File: src/rtl/fetch_queue_pkg.sv
// Shared types and constants for the instruction-fetch queue.
package fetch_queue_pkg;

    localparam int unsigned ADDR_W           = 32;
    localparam int unsigned INST_W           = 32;
    localparam int unsigned FQ_DEPTH_DEFAULT = 4;

    localparam logic [INST_W-1:0] NOP_INSTR        = 32'h0000_0000;
    localparam logic [ADDR_W-1:0] RESET_PC_DEFAULT = 32'h0000_0000;

    typedef struct packed {
        logic [ADDR_W-1:0] pc;
        logic [INST_W-1:0] instr;
    } fq_entry_t;

    localparam int unsigned ENTRY_W = $bits(fq_entry_t);

    // IDLE: nothing in flight; BUSY: one request in flight; DROP: in flight, response to be discarded
    typedef enum logic [1:0] {
        FQ_IDLE = 2'd0,
        FQ_BUSY = 2'd1,
        FQ_DROP = 2'd2
    } fq_state_e;

    function automatic logic [ADDR_W-1:0] word_align(input logic [ADDR_W-1:0] addr);
        return addr & ~ADDR_W'(3);
    endfunction

endpackage

File: src/rtl/fetch_queue_if.sv
// Instruction-memory and IF-ID facing signals of the fetch queue.
interface fetch_queue_if;
    import fetch_queue_pkg::*;

    logic              imem_req;
    logic [ADDR_W-1:0] imem_addr;
    logic              imem_ack;
    logic [INST_W-1:0] imem_rdata;
    logic              stall;
    logic              redirect;
    logic [ADDR_W-1:0] redirect_pc;
    logic              inst_valid;
    logic [INST_W-1:0] inst_out;
    logic [ADDR_W-1:0] pc_out;
    logic [ADDR_W-1:0] npc_out;

    modport master (
        output imem_req, imem_addr, inst_valid, inst_out, pc_out, npc_out,
        input  imem_ack, imem_rdata, stall, redirect, redirect_pc
    );

    modport slave (
        input  imem_req, imem_addr, inst_valid, inst_out, pc_out, npc_out,
        output imem_ack, imem_rdata, stall, redirect, redirect_pc
    );

endinterface

File: src/rtl/fetch_queue_fifo.sv
// Synchronous FIFO with flush; head data is visible combinationally.
module fetch_fifo #(
    parameter int unsigned WIDTH = 64,
    parameter int unsigned DEPTH = 4
) (
    input  logic                       clk_i,
    input  logic                       rst_i,
    input  logic                       push_i,
    input  logic [WIDTH-1:0]           data_i,
    input  logic                       pop_i,
    input  logic                       flush_i,
    output logic [$clog2(DEPTH+1)-1:0] count_o,
    output logic                       full_o,
    output logic                       empty_o,
    output logic [WIDTH-1:0]           head_o
);

    localparam int unsigned PTR_W = $clog2(DEPTH);
    localparam int unsigned CNT_W = $clog2(DEPTH + 1);

    logic [WIDTH-1:0] mem_q [DEPTH];
    logic [PTR_W-1:0] rd_ptr_q;
    logic [PTR_W-1:0] wr_ptr_q;
    logic [CNT_W-1:0] count_q;
    logic             rd_en_c;
    logic             wr_en_c;

    assign empty_o = (count_q == '0);
    assign full_o  = (count_q == CNT_W'(DEPTH));
    assign rd_en_c = pop_i & ~empty_o;
    // A push into a full FIFO is accepted only when the head leaves in the same cycle
    assign wr_en_c = push_i & (~full_o | rd_en_c);
    assign count_o = count_q;
    assign head_o  = mem_q[rd_ptr_q];

    always_ff @(posedge clk_i or posedge rst_i) begin
        if (rst_i) begin
            rd_ptr_q <= '0;
            wr_ptr_q <= '0;
            count_q  <= '0;
            for (int unsigned i = 0; i < DEPTH; i++) begin
                mem_q[i] <= '0;
            end
        end else if (flush_i) begin
            rd_ptr_q <= '0;
            wr_ptr_q <= '0;
            count_q  <= '0;
        end else begin
            if (wr_en_c) begin
                mem_q[wr_ptr_q] <= data_i;
                wr_ptr_q        <= wr_ptr_q + PTR_W'(1);
            end
            if (rd_en_c) begin
                rd_ptr_q <= rd_ptr_q + PTR_W'(1);
            end
            if (wr_en_c && !rd_en_c) begin
                count_q <= count_q + CNT_W'(1);
            end else if (rd_en_c && !wr_en_c) begin
                count_q <= count_q - CNT_W'(1);
            end
        end
    end

endmodule

File: src/rtl/fetch_queue.sv
// Fetch front end: owns the fetch PC, issues one request at a time and
// buffers returned instructions for IF-ID, honouring stall and redirect.
module fetch_queue
    import fetch_queue_pkg::*;
#(
    parameter int unsigned       DEPTH    = FQ_DEPTH_DEFAULT,
    parameter logic [ADDR_W-1:0] RESET_PC = RESET_PC_DEFAULT
) (
    input  logic          clk_i,
    input  logic          rst_i,
    fetch_queue_if.master bus
);

    localparam int unsigned       CNT_W   = $clog2(DEPTH + 1);
    localparam logic [ADDR_W-1:0] PC_STEP = ADDR_W'(4);

    fq_state_e         state_q;
    fq_state_e         state_d;
    logic [ADDR_W-1:0] fetch_pc_q;
    logic [ADDR_W-1:0] fetch_pc_d;
    logic [ADDR_W-1:0] req_pc_q;
    logic [ADDR_W-1:0] req_pc_d;

    logic [CNT_W-1:0]   fifo_count;
    logic               fifo_full;
    logic               fifo_empty;
    logic [ENTRY_W-1:0] fifo_head_raw;
    fq_entry_t          head_c;
    fq_entry_t          push_entry_c;

    logic pop_now_c;
    logic room_c;
    logic pop_c;
    logic issue_c;
    logic push_c;

    // Issue needs room counting the head that is about to be popped this cycle
    assign pop_now_c = bus.inst_valid & ~bus.stall;
    assign room_c    = (32'(fifo_count) + 32'(pop_now_c)) < DEPTH;
    assign pop_c     = pop_now_c & ~bus.redirect;

    assign push_entry_c.pc    = req_pc_q;
    assign push_entry_c.instr = bus.imem_rdata;
    assign head_c             = fq_entry_t'(fifo_head_raw);

    fetch_fifo #(
        .WIDTH (ENTRY_W),
        .DEPTH (DEPTH)
    ) u_fifo (
        .clk_i   (clk_i),
        .rst_i   (rst_i),
        .push_i  (push_c),
        .data_i  (push_entry_c),
        .pop_i   (pop_c),
        .flush_i (bus.redirect),
        .count_o (fifo_count),
        .full_o  (fifo_full),
        .empty_o (fifo_empty),
        .head_o  (fifo_head_raw)
    );

    always_ff @(posedge clk_i or posedge rst_i) begin
        if (rst_i) begin
            state_q    <= FQ_IDLE;
            fetch_pc_q <= RESET_PC;
            req_pc_q   <= RESET_PC;
        end else begin
            state_q    <= state_d;
            fetch_pc_q <= fetch_pc_d;
            req_pc_q   <= req_pc_d;
        end
    end

    // Request tracking; redirect overrides the PC and turns an in-flight request into a drop
    always_comb begin
        state_d    = state_q;
        fetch_pc_d = fetch_pc_q;
        req_pc_d   = req_pc_q;
        issue_c    = 1'b0;
        push_c     = 1'b0;

        unique case (state_q)
            FQ_IDLE: begin
                if (!rst_i && !bus.redirect && room_c) begin
                    issue_c    = 1'b1;
                    state_d    = FQ_BUSY;
                    req_pc_d   = fetch_pc_q;
                    fetch_pc_d = fetch_pc_q + PC_STEP;
                end
            end
            FQ_BUSY: begin
                if (bus.imem_ack) begin
                    state_d = FQ_IDLE;
                    push_c  = ~bus.redirect;
                end else if (bus.redirect) begin
                    state_d = FQ_DROP;
                end
            end
            FQ_DROP: begin
                if (bus.imem_ack) begin
                    state_d = FQ_IDLE;
                end
            end
            default: state_d = FQ_IDLE;
        endcase

        if (bus.redirect) begin
            fetch_pc_d = word_align(bus.redirect_pc);
        end
    end

    assign bus.imem_req   = issue_c;
    assign bus.imem_addr  = fetch_pc_q;
    assign bus.inst_valid = ~fifo_empty;
    assign bus.inst_out   = fifo_empty ? NOP_INSTR : head_c.instr;
    assign bus.pc_out     = fifo_empty ? '0 : head_c.pc;
    assign bus.npc_out    = fifo_empty ? '0 : head_c.pc + PC_STEP;

    // Issue reserves a slot, so a push can never land on a full FIFO without a pop
    assert property (@(posedge clk_i) disable iff (rst_i) push_c |-> (!fifo_full || pop_c));

endmodule

File: src/flat_wrapper.sv
// flat-port wrapper written by rule: the top's interface ports become plain ports
module fetch_queue_flat import fetch_queue_pkg::*;
#(
    parameter int unsigned       DEPTH    = FQ_DEPTH_DEFAULT,
    parameter logic [ADDR_W-1:0] RESET_PC = RESET_PC_DEFAULT
)
  (clk_i, rst_i, bus_imem_req, bus_imem_addr, bus_inst_valid, bus_inst_out, bus_pc_out, bus_npc_out, bus_imem_ack, bus_imem_rdata, bus_stall, bus_redirect, bus_redirect_pc);
  fetch_queue_if bus_i ();
  input  logic clk_i;
  input  logic rst_i;
  output wire logic [$bits(bus_i.imem_req)-1:0] bus_imem_req;
  output wire logic [$bits(bus_i.imem_addr)-1:0] bus_imem_addr;
  output wire logic [$bits(bus_i.inst_valid)-1:0] bus_inst_valid;
  output wire logic [$bits(bus_i.inst_out)-1:0] bus_inst_out;
  output wire logic [$bits(bus_i.pc_out)-1:0] bus_pc_out;
  output wire logic [$bits(bus_i.npc_out)-1:0] bus_npc_out;
  input wire logic [$bits(bus_i.imem_ack)-1:0] bus_imem_ack;
  input wire logic [$bits(bus_i.imem_rdata)-1:0] bus_imem_rdata;
  input wire logic [$bits(bus_i.stall)-1:0] bus_stall;
  input wire logic [$bits(bus_i.redirect)-1:0] bus_redirect;
  input wire logic [$bits(bus_i.redirect_pc)-1:0] bus_redirect_pc;
  assign bus_imem_req = bus_i.imem_req;
  assign bus_imem_addr = bus_i.imem_addr;
  assign bus_inst_valid = bus_i.inst_valid;
  assign bus_inst_out = bus_i.inst_out;
  assign bus_pc_out = bus_i.pc_out;
  assign bus_npc_out = bus_i.npc_out;
  assign bus_i.imem_ack = bus_imem_ack;
  assign bus_i.imem_rdata = bus_imem_rdata;
  assign bus_i.stall = bus_stall;
  assign bus_i.redirect = bus_redirect;
  assign bus_i.redirect_pc = bus_redirect_pc;
  fetch_queue #(.DEPTH(DEPTH), .RESET_PC(RESET_PC)) u_core (.clk_i(clk_i), .rst_i(rst_i), .bus(bus_i));
endmodule
File: config.mk
export PLATFORM = sky130hd
export DESIGN_NAME = fetch_queue_flat
export DESIGN_NICKNAME = d
export VERILOG_FILES = /design/src/rtl/fetch_queue_pkg.sv /design/src/rtl/fetch_queue_if.sv /design/src/rtl/fetch_queue_fifo.sv /design/src/rtl/fetch_queue.sv /design/src/flat_wrapper.sv
export SDC_FILE = /design/constraint.sdc
export NUM_CORES = 1
export LEC_CHECK = 0
export ABC_AREA = 1
export ABC_CLOCK_PERIOD_IN_PS = 16400
export BUFFER_PORTS_ARGS = -buffer_cell sky130_fd_sc_hd__buf_2
export CAP_MARGIN = 20
export CORE_MARGIN = 2
export CORE_UTILIZATION = 45
export DETAILED_ROUTE_END_ITERATION = 8
export PLACE_DENSITY = 0.65
export SLEW_MARGIN = 0
export SYNTH_ARGS = -nofsm -noshare
export SYNTH_HDL_FRONTEND = slang
export SYNTH_SLANG_ARGS = --single-unit
File: constraint.sdc
create_clock -name clk_i -period 16.4 [get_ports clk_i]
set_input_delay 4.1 -clock clk_i [delete_from_list [all_inputs] [get_ports clk_i]]
set_output_delay 4.1 -clock clk_i [all_outputs]
set_load 0.02 [all_outputs]
==> metrics, run 1 <==
largest stage delay on the critical path=roughly 400 ps; placed cell count=2,794; Post-Syn Area=0.01663 mm²; post-route ant nets=0; Worst EP arrival=5560 ps; # Post-CTS Setup Buffers=0; area delta synth->final=12.82%; worst relative slew slack=0.3227; Static Leak=just over 9 nW; crit path time final=9660 ps; synth warn=0; Synth Instances=~2,200; WS Path Type=primary input to output pin; fin crit share=0.5890; Peak Freq=0.1035 GHz; pwr dens=between 150 and 200 mW/mm²; crit path cell chain=buf_2 -> nor3_1 -> nand3_2 -> inv_2 -> buf_2; worst hold path type=register to register; DR vias/cell=5.238; CTS Hold Bufs=0; floorplan row count=70; number of flops mapped to enable cells by yosys=0; nets=2,441; CTS Root Cell=clkbuf_16; die height=around 200 µm; Skew-Pair Late Insertion Delay=520 ps; setup TNS=0 ps; routability congestion estimate=a little over 0.9; Post-CTS Resized=0; Post-Route WL=45,550 µm; first-pass GRT wire length=73,410 µm; DP HPWL=29,150 µm; GR Util met2=0.3663; gr usage total=0.2362; setup ws final=6740 ps; WP data required=roughly 12,000 ps; pre-CTS setup slack=6738 ps; unrepaired setup endpoints after global routing=no; post-layout total power=3.144 mW; largest net degree at the start of global routing=approximately 180; startpoint types=primary input; port bufs=190; Hold Vio Cnt, Final=0; Slew @ Worst Pin=1016 ps; status=completed; Finished Cell Area=roughly 0.019 mm²; Final Max Tran Viols=0; clock skew=18.45 ps; number of H-tree levels=2; max_cap viols=0; core box area=between 0.03 and 0.04 mm²; die extent in x=196.2 µm; wire per inst=about 16 µm; count of cell types in the netlist=40; I/O pin count=199; Finished Layout Cells=2,855; crit-path max FO=36; Async S/R FF share, synth=1.000; setup violators final=0; detailed router's first-iteration violation count=1,148; vias in the first global route=between 10,000 and 15,000; DRC viols=0; die footprint=0.03851 mm²; iteration count of the initial detailed-routing pass=5; total CTS buffers=36; met3 Track Usage GR=0.03077; worst hold slack=477.8 ps; most common cell after layout, fill and taps aside=nand2_1; clock sink count=317; prevailing post-synth register cell=dfrtp_1; placed instance area=0.01757 mm²; clock tree buffer depth=3; commonest non-fill, non-tap cells in the layout=nand2_1, o21ai_0, dfrtp_1; global route hottest layer=met2; initial core utilization=0.4553; initial antenna violation count=1; post-synthesis area per instance=between 7 and 8 µm²; sequential-to-total area share from yosys stat=0.4770; count of state elements after synthesis=about 320; maximum vdd drop=about 0.074 mV; CP Capture Type=output pin; diode count=0; GRT Residual Overflow=0; Critical Path Most Common Cell=buf_2; CTS tree=done; Util after Layout=0.5137; Clock transition at path regs=around 50 ps; global-route track usage on met1=0.3539; crit path max-delay cell type=inv_2; Vias=14,955; fraction of layout cells with a size suffix above 1=0.1336
-- final timing paths --
| kind | startpoint | endpoint | slack, ps | cells after the start |
|---|---|---|---|---|
| worst min register to register | u_core.u_fifo.mem_q[159] | u_core.u_fifo.mem_q[159] | 480 | 2 |
| worst min-delay path | u_core.u_fifo.mem_q[159] | u_core.u_fifo.mem_q[159] | 480 | 2 |
| worst max-delay path | bus_redirect | bus_imem_req | 6740 | 5 |
| worst max register to register | u_core.u_fifo.count_o[0] | u_core.u_fifo.mem_q[53] | 13430 | 9 |
| max in group asynchronous | rst_i | u_core.u_fifo.rd_ptr_q[0] | 10840 | 3 |
| min in group asynchronous | rst_i | u_core.u_fifo.count_o[1] | 3810 | 2 |
-- worst max-delay path, delay by kind of cell --
family | cells | cell delay, ps
AND/OR/NAND/NOR | 2 | 470
buffers and inverters | 3 | 980
-- flip-flops by register name (all words and copies together) (netlist names) --
register                flops
u_core.bus.imem_addr       30
u_core.req_pc_q            30
u_core.state_q              2
u_core.u_fifo.count_o       3
u_core.u_fifo.mem_q       248
u_core.u_fifo.rd_ptr_q      2
u_core.u_fifo.wr_ptr_q      2
-- cells in the mapped netlist, drive strengths merged, types with 2 or more instances --
cell type | n | share of area
o21ai | 371 | 0.11
nand3 | 105 | 0.032
nand4 | 20 | 0.0075
nor2 | 280 | 0.068
a21oi | 43 | 0.013
inv | 171 | 0.039
a31oi | 2 | 0.00075
nor3 | 17 | 0.0057
o221ai | 8 | 0.0042
nor4 | 2 | 0.00075
nand3b | 2 | 0.0017
o211ai | 10 | 0.0045
clkinv | 2 | 0.00045
dfrtp | 317 | 0.48
clkbuf | 54 | 0.012
nand2 | 737 | 0.17
buf | 75 | 0.033
xnor2 | 2 | 0.0011
xor2 | 18 | 0.0095
ha | 6 | 0.0045
-- logic make-up (layout without fill, tap and decap cells) --
logic type      Yosys count  count (layout)  synth area share
other cells               1               6         0.0002255
xor+xnor                 20              20           0.01053
simple gates           1165            1165            0.2865
compound gates          437             437            0.1356
fa+ha+maj                 7               7          0.005718
buf+inv                 302             435           0.08442
flops                   317             317            0.4770
-- cell type report --
cell class,instances,area (µm²)
clock buffer,51,1070
inverter,173,666.9
clock inverter,9,91.34
tap,468,585.6
timing repair buffer,202,1074
fill,3567,17760
multi-input combinational,1635,7337
sequential,317,7938
-- power by group --
part | switching (mW) | total (mW) | internal, mW
combinational | 0.913 | 1.28 | 0.363
clock | 0.316 | 0.787 | 0.471
sequential | 0.137 | 1.08 | 0.944
-- per-layer routing --
layer  share of wire  wire (µm)  vias up
li1                -          -     7403
met1            0.49      22270     7030
met2            0.44      20050      455
met3           0.054       2465       67
met4           0.017        762        0
met5               0          0        -
(Power assumes the default switching activity.)
==> inputs of run 2 (changes only) <==
--- a/config.mk
+++ b/config.mk
@@ -5,14 +5,14 @@
 export SDC_FILE = /design/constraint.sdc
 export NUM_CORES = 1
 export LEC_CHECK = 0
-export ABC_AREA = 1
-export ABC_CLOCK_PERIOD_IN_PS = 16400
+export ABC_AREA = 0
+export ABC_CLOCK_PERIOD_IN_PS = 9430
 export BUFFER_PORTS_ARGS = -buffer_cell sky130_fd_sc_hd__buf_2
 export CAP_MARGIN = 20
 export CORE_MARGIN = 2
 export CORE_UTILIZATION = 45
 export DETAILED_ROUTE_END_ITERATION = 8
-export PLACE_DENSITY = 0.65
+export PLACE_DENSITY = 0.66
 export SLEW_MARGIN = 0
 export SYNTH_ARGS = -nofsm -noshare
 export SYNTH_HDL_FRONTEND = slang
==> constraint.sdc (replaced) <==
create_clock -name clk_i -period 9.43 [get_ports clk_i]
set_input_delay 2.3575 -clock clk_i [delete_from_list [all_inputs] [get_ports clk_i]]
set_output_delay 2.3575 -clock clk_i [all_outputs]
set_load 0.02 [all_outputs]
==> metrics, run 2 <==
status=completed; DR vias/cell=5.522 (+5.4%); Synth Instances=1,195 (-47%); reg2reg path depth=9 (unchanged); commonest non-fill, non-tap cells in the layout=dfrtp_1, mux2_2, buf_2; Post-CTS Resized=0 (unchanged); crit path time final=7034 ps; Static Leak=8.733 nW (-5.4%); CP Capture Type=output pin; crit-path max FO=68 (+89%); setup TNS=0 ps (unchanged); diode count=0 (unchanged); count of cell types in the netlist=59 (+48%); die extent in x=189.0 µm (-3.7%); post-route ant nets=0 (unchanged); clock sink count=317 (unchanged); initial antenna violation count=0 (-1); vias in the first global route=10,346 (-26%); biggest area consumer among synthesized cells=dfrtp_1; Async S/R FF share, synth=1.000 (unchanged); Clock transition at path regs=50 ps (about the same); worst hold path type=register to register; Biggest register=u_core.u_fifo.mem_q; WS Path Type=primary input to output pin; WP data required=7070 ps (-5230 ps); initial core utilization=0.4581 (+0.002744); port bufs=190 (unchanged); startpoint types=primary input; worst hold slack=472.6 ps (-5.196 ps); I/O pin count=199 (unchanged); iteration count of the initial detailed-routing pass=4 (-1); maximum vdd drop=0.1540 mV (+110%); synth warn=0 (unchanged); max reg flops=248 (unchanged); # Post-CTS Setup Buffers=0 (unchanged); setup violators final=0 (unchanged); area delta synth->final=15.80%; most common cell after layout, fill and taps aside=dfrtp_1; Vias=10,139 (-32%); Slew @ Worst Pin=1021 ps (+5.198 ps); wire per inst=19.22 µm (+20%); core box area=0.03362 mm² (-8.0%); clock skew=18.91 ps (+0.4599 ps); nets=1,440 (-41%); GRT Residual Overflow=0 (unchanged); CTS Hold Bufs=0 (unchanged); WHS Path Cells=1 (-1); DRC viols=0 (unchanged); unrepaired setup endpoints after global routing=no; die footprint=0.03572 mm² (-7.3%); Peak Freq=roughly 0.14 GHz; detailed router's first-iteration violation count=557 (-51%); Worst EP arrival=4680 ps (-880 ps); prevailing post-synth register cell=dfrtp_1; synth top area cells=dfrtp_1, mux2_2, mux4_2, nand2_1, mux4_1; largest net degree at the start of global routing=168 (-5.1%); first-pass GRT wire length=57,490 µm (-22%); worst relative slew slack=0.3193 (-0.003465); Post-Syn Area=0.01540 mm² (-7.4%); clock tree buffer depth=3 (unchanged); Final Max Tran Viols=0 (unchanged); CTS tree=done; max_cap viols=0 (unchanged); fill count=2,930 (-18%); gr usage total=0.2013 (-0.03495); post-synthesis area per instance=12.89 µm² (+74%); die height=189.0 µm (-3.7%); floorplan row count=67 (-4.3%); DP HPWL=22,510 µm (-23%); routability congestion estimate=0.7810 (-16%); CTS Root Cell=clkbuf_16; commonest cells in the netlist=dfrtp_1, mux2_2, nand2_1, and2_1, clkbuf_1; sequential-to-total area share from yosys stat=0.5152 (+0.03814); number of H-tree levels=2 (unchanged); Skew-Pair Late Insertion Delay=520 ps (about the same); Synth top area share=0.5152 (+0.03814); count of state elements after synthesis=317 (unchanged); Post-Route WL=35,280 µm (-23%); number of flops mapped to enable cells by yosys=0 (unchanged); fin crit share=0.7459; Hold Vio Cnt, Final=0 (unchanged); pwr dens=274.5 mW/mm² (+64%); total CTS buffers=36 (unchanged); fraction of layout cells with a size suffix above 1=0.4200 (+0.2864); most common cell in the netlist=dfrtp_1
==> run 2: changes by cell type in the layout (fill, tap and decap cells not counted), sizes merged, moves of 79 or more <==
cell and delta:
inv -158, mux2 +249, nand2 -598, nand3 -79, nor2 -231, o21ai -334
==> run 2: kinds of logic (layout without fill, tap and decap cells) <==
kind of cell,after synthesis,after routing,share of synthesized area
and+or+nand+nor,342,342,0.1167
DFF,317,317,0.5152
muxes,312,312,0.2773
AOI/OAI and AO/OA,94,94,0.03998
buffers and inverters,94,282,0.02852
xor gates and xnor gates,28,28,0.01593
adders and majority gates,7,7,0.006175
other,1,6,0.0002435
==> run 2: path summary, 6_finish.rpt <==
kind | to | startpoint | slack (ps)
worst min-delay path | u_core.state_q[0] | u_core.state_q[1] | 470
worst max-delay path | bus_imem_req | bus_redirect | 2400
worst max register to register | u_core.bus.imem_addr[31] | u_core.u_fifo.count_o[2] | 6350
min in group asynchronous | u_core.bus.imem_addr[7] | rst_i | 1880
max in group asynchronous | u_core.u_fifo.rd_ptr_q[1] | rst_i | 5470
worst min register to register | u_core.state_q[0] | u_core.state_q[1] | 470
==> run 2: layer usage <==
layer	global-route usage	up-vias	routed length, µm	part of all wire
li1	-	4632	-	-
met1	0.3034	5265	17220	0.49
met2	0.3116	205	16200	0.46
met3	0.02725	37	1379	0.039
met4	0.04297	0	483	0.014
met5	0	-	0	0
==> run 2: metrics by stage <==
| step | power [mW] | instances | instance area, µm² | util | setup slack [ps] |
|---|---|---|---|---|---|
| 6_report | 4.895 | 1836 | 17830 | 0.5304 | 2396 |
| 2_1_floorplan | 3.057 | 1200 | 15420 | - | 2848 |
| 3_5_place_dp | 3.599 | 1773 | 16690 | 0.4964 | 2428 |
| 3_3_place_gp | 3.560 | 1773 | 16690 | 0.4964 | 2412 |
| 4_1_cts | 4.948 | 1835 | 17820 | 0.5302 | 2409 |
| 5_1_grt | 5.171 | 1836 | 17830 | 0.5304 | 2232 |
==> run 2: where the power goes <==
part           internal [mW]  switching [mW]
logic                  0.716           0.904
clock network          0.779           0.551
registers               1.64           0.308
total                   3.13            1.76
==> run 2: final cells by class <==
type / instances / area (µm²) / share of cell area
Sequential cell: 317 / 7938 / 0.4452
Multi-Input combinational cell: 789 / 7064 / 0.3962
Timing Repair Buffer: 204 / 1069 / 0.05993
Clock buffer: 52 / 1051 / 0.05894
Tap cell: 448 / 560.5 / 0.03144
Clock inverter: 10 / 85.08 / 0.004772
Inverter: 16 / 63.81 / 0.003579
==> run 2: critical path, stage by stage <==
cell,delay [ps]
buf_2,90
buf_4,270
nor4_1,300
o21ai_0,160
nand2b_2,190
buf_4,320
inv_2,660
buf_2,290
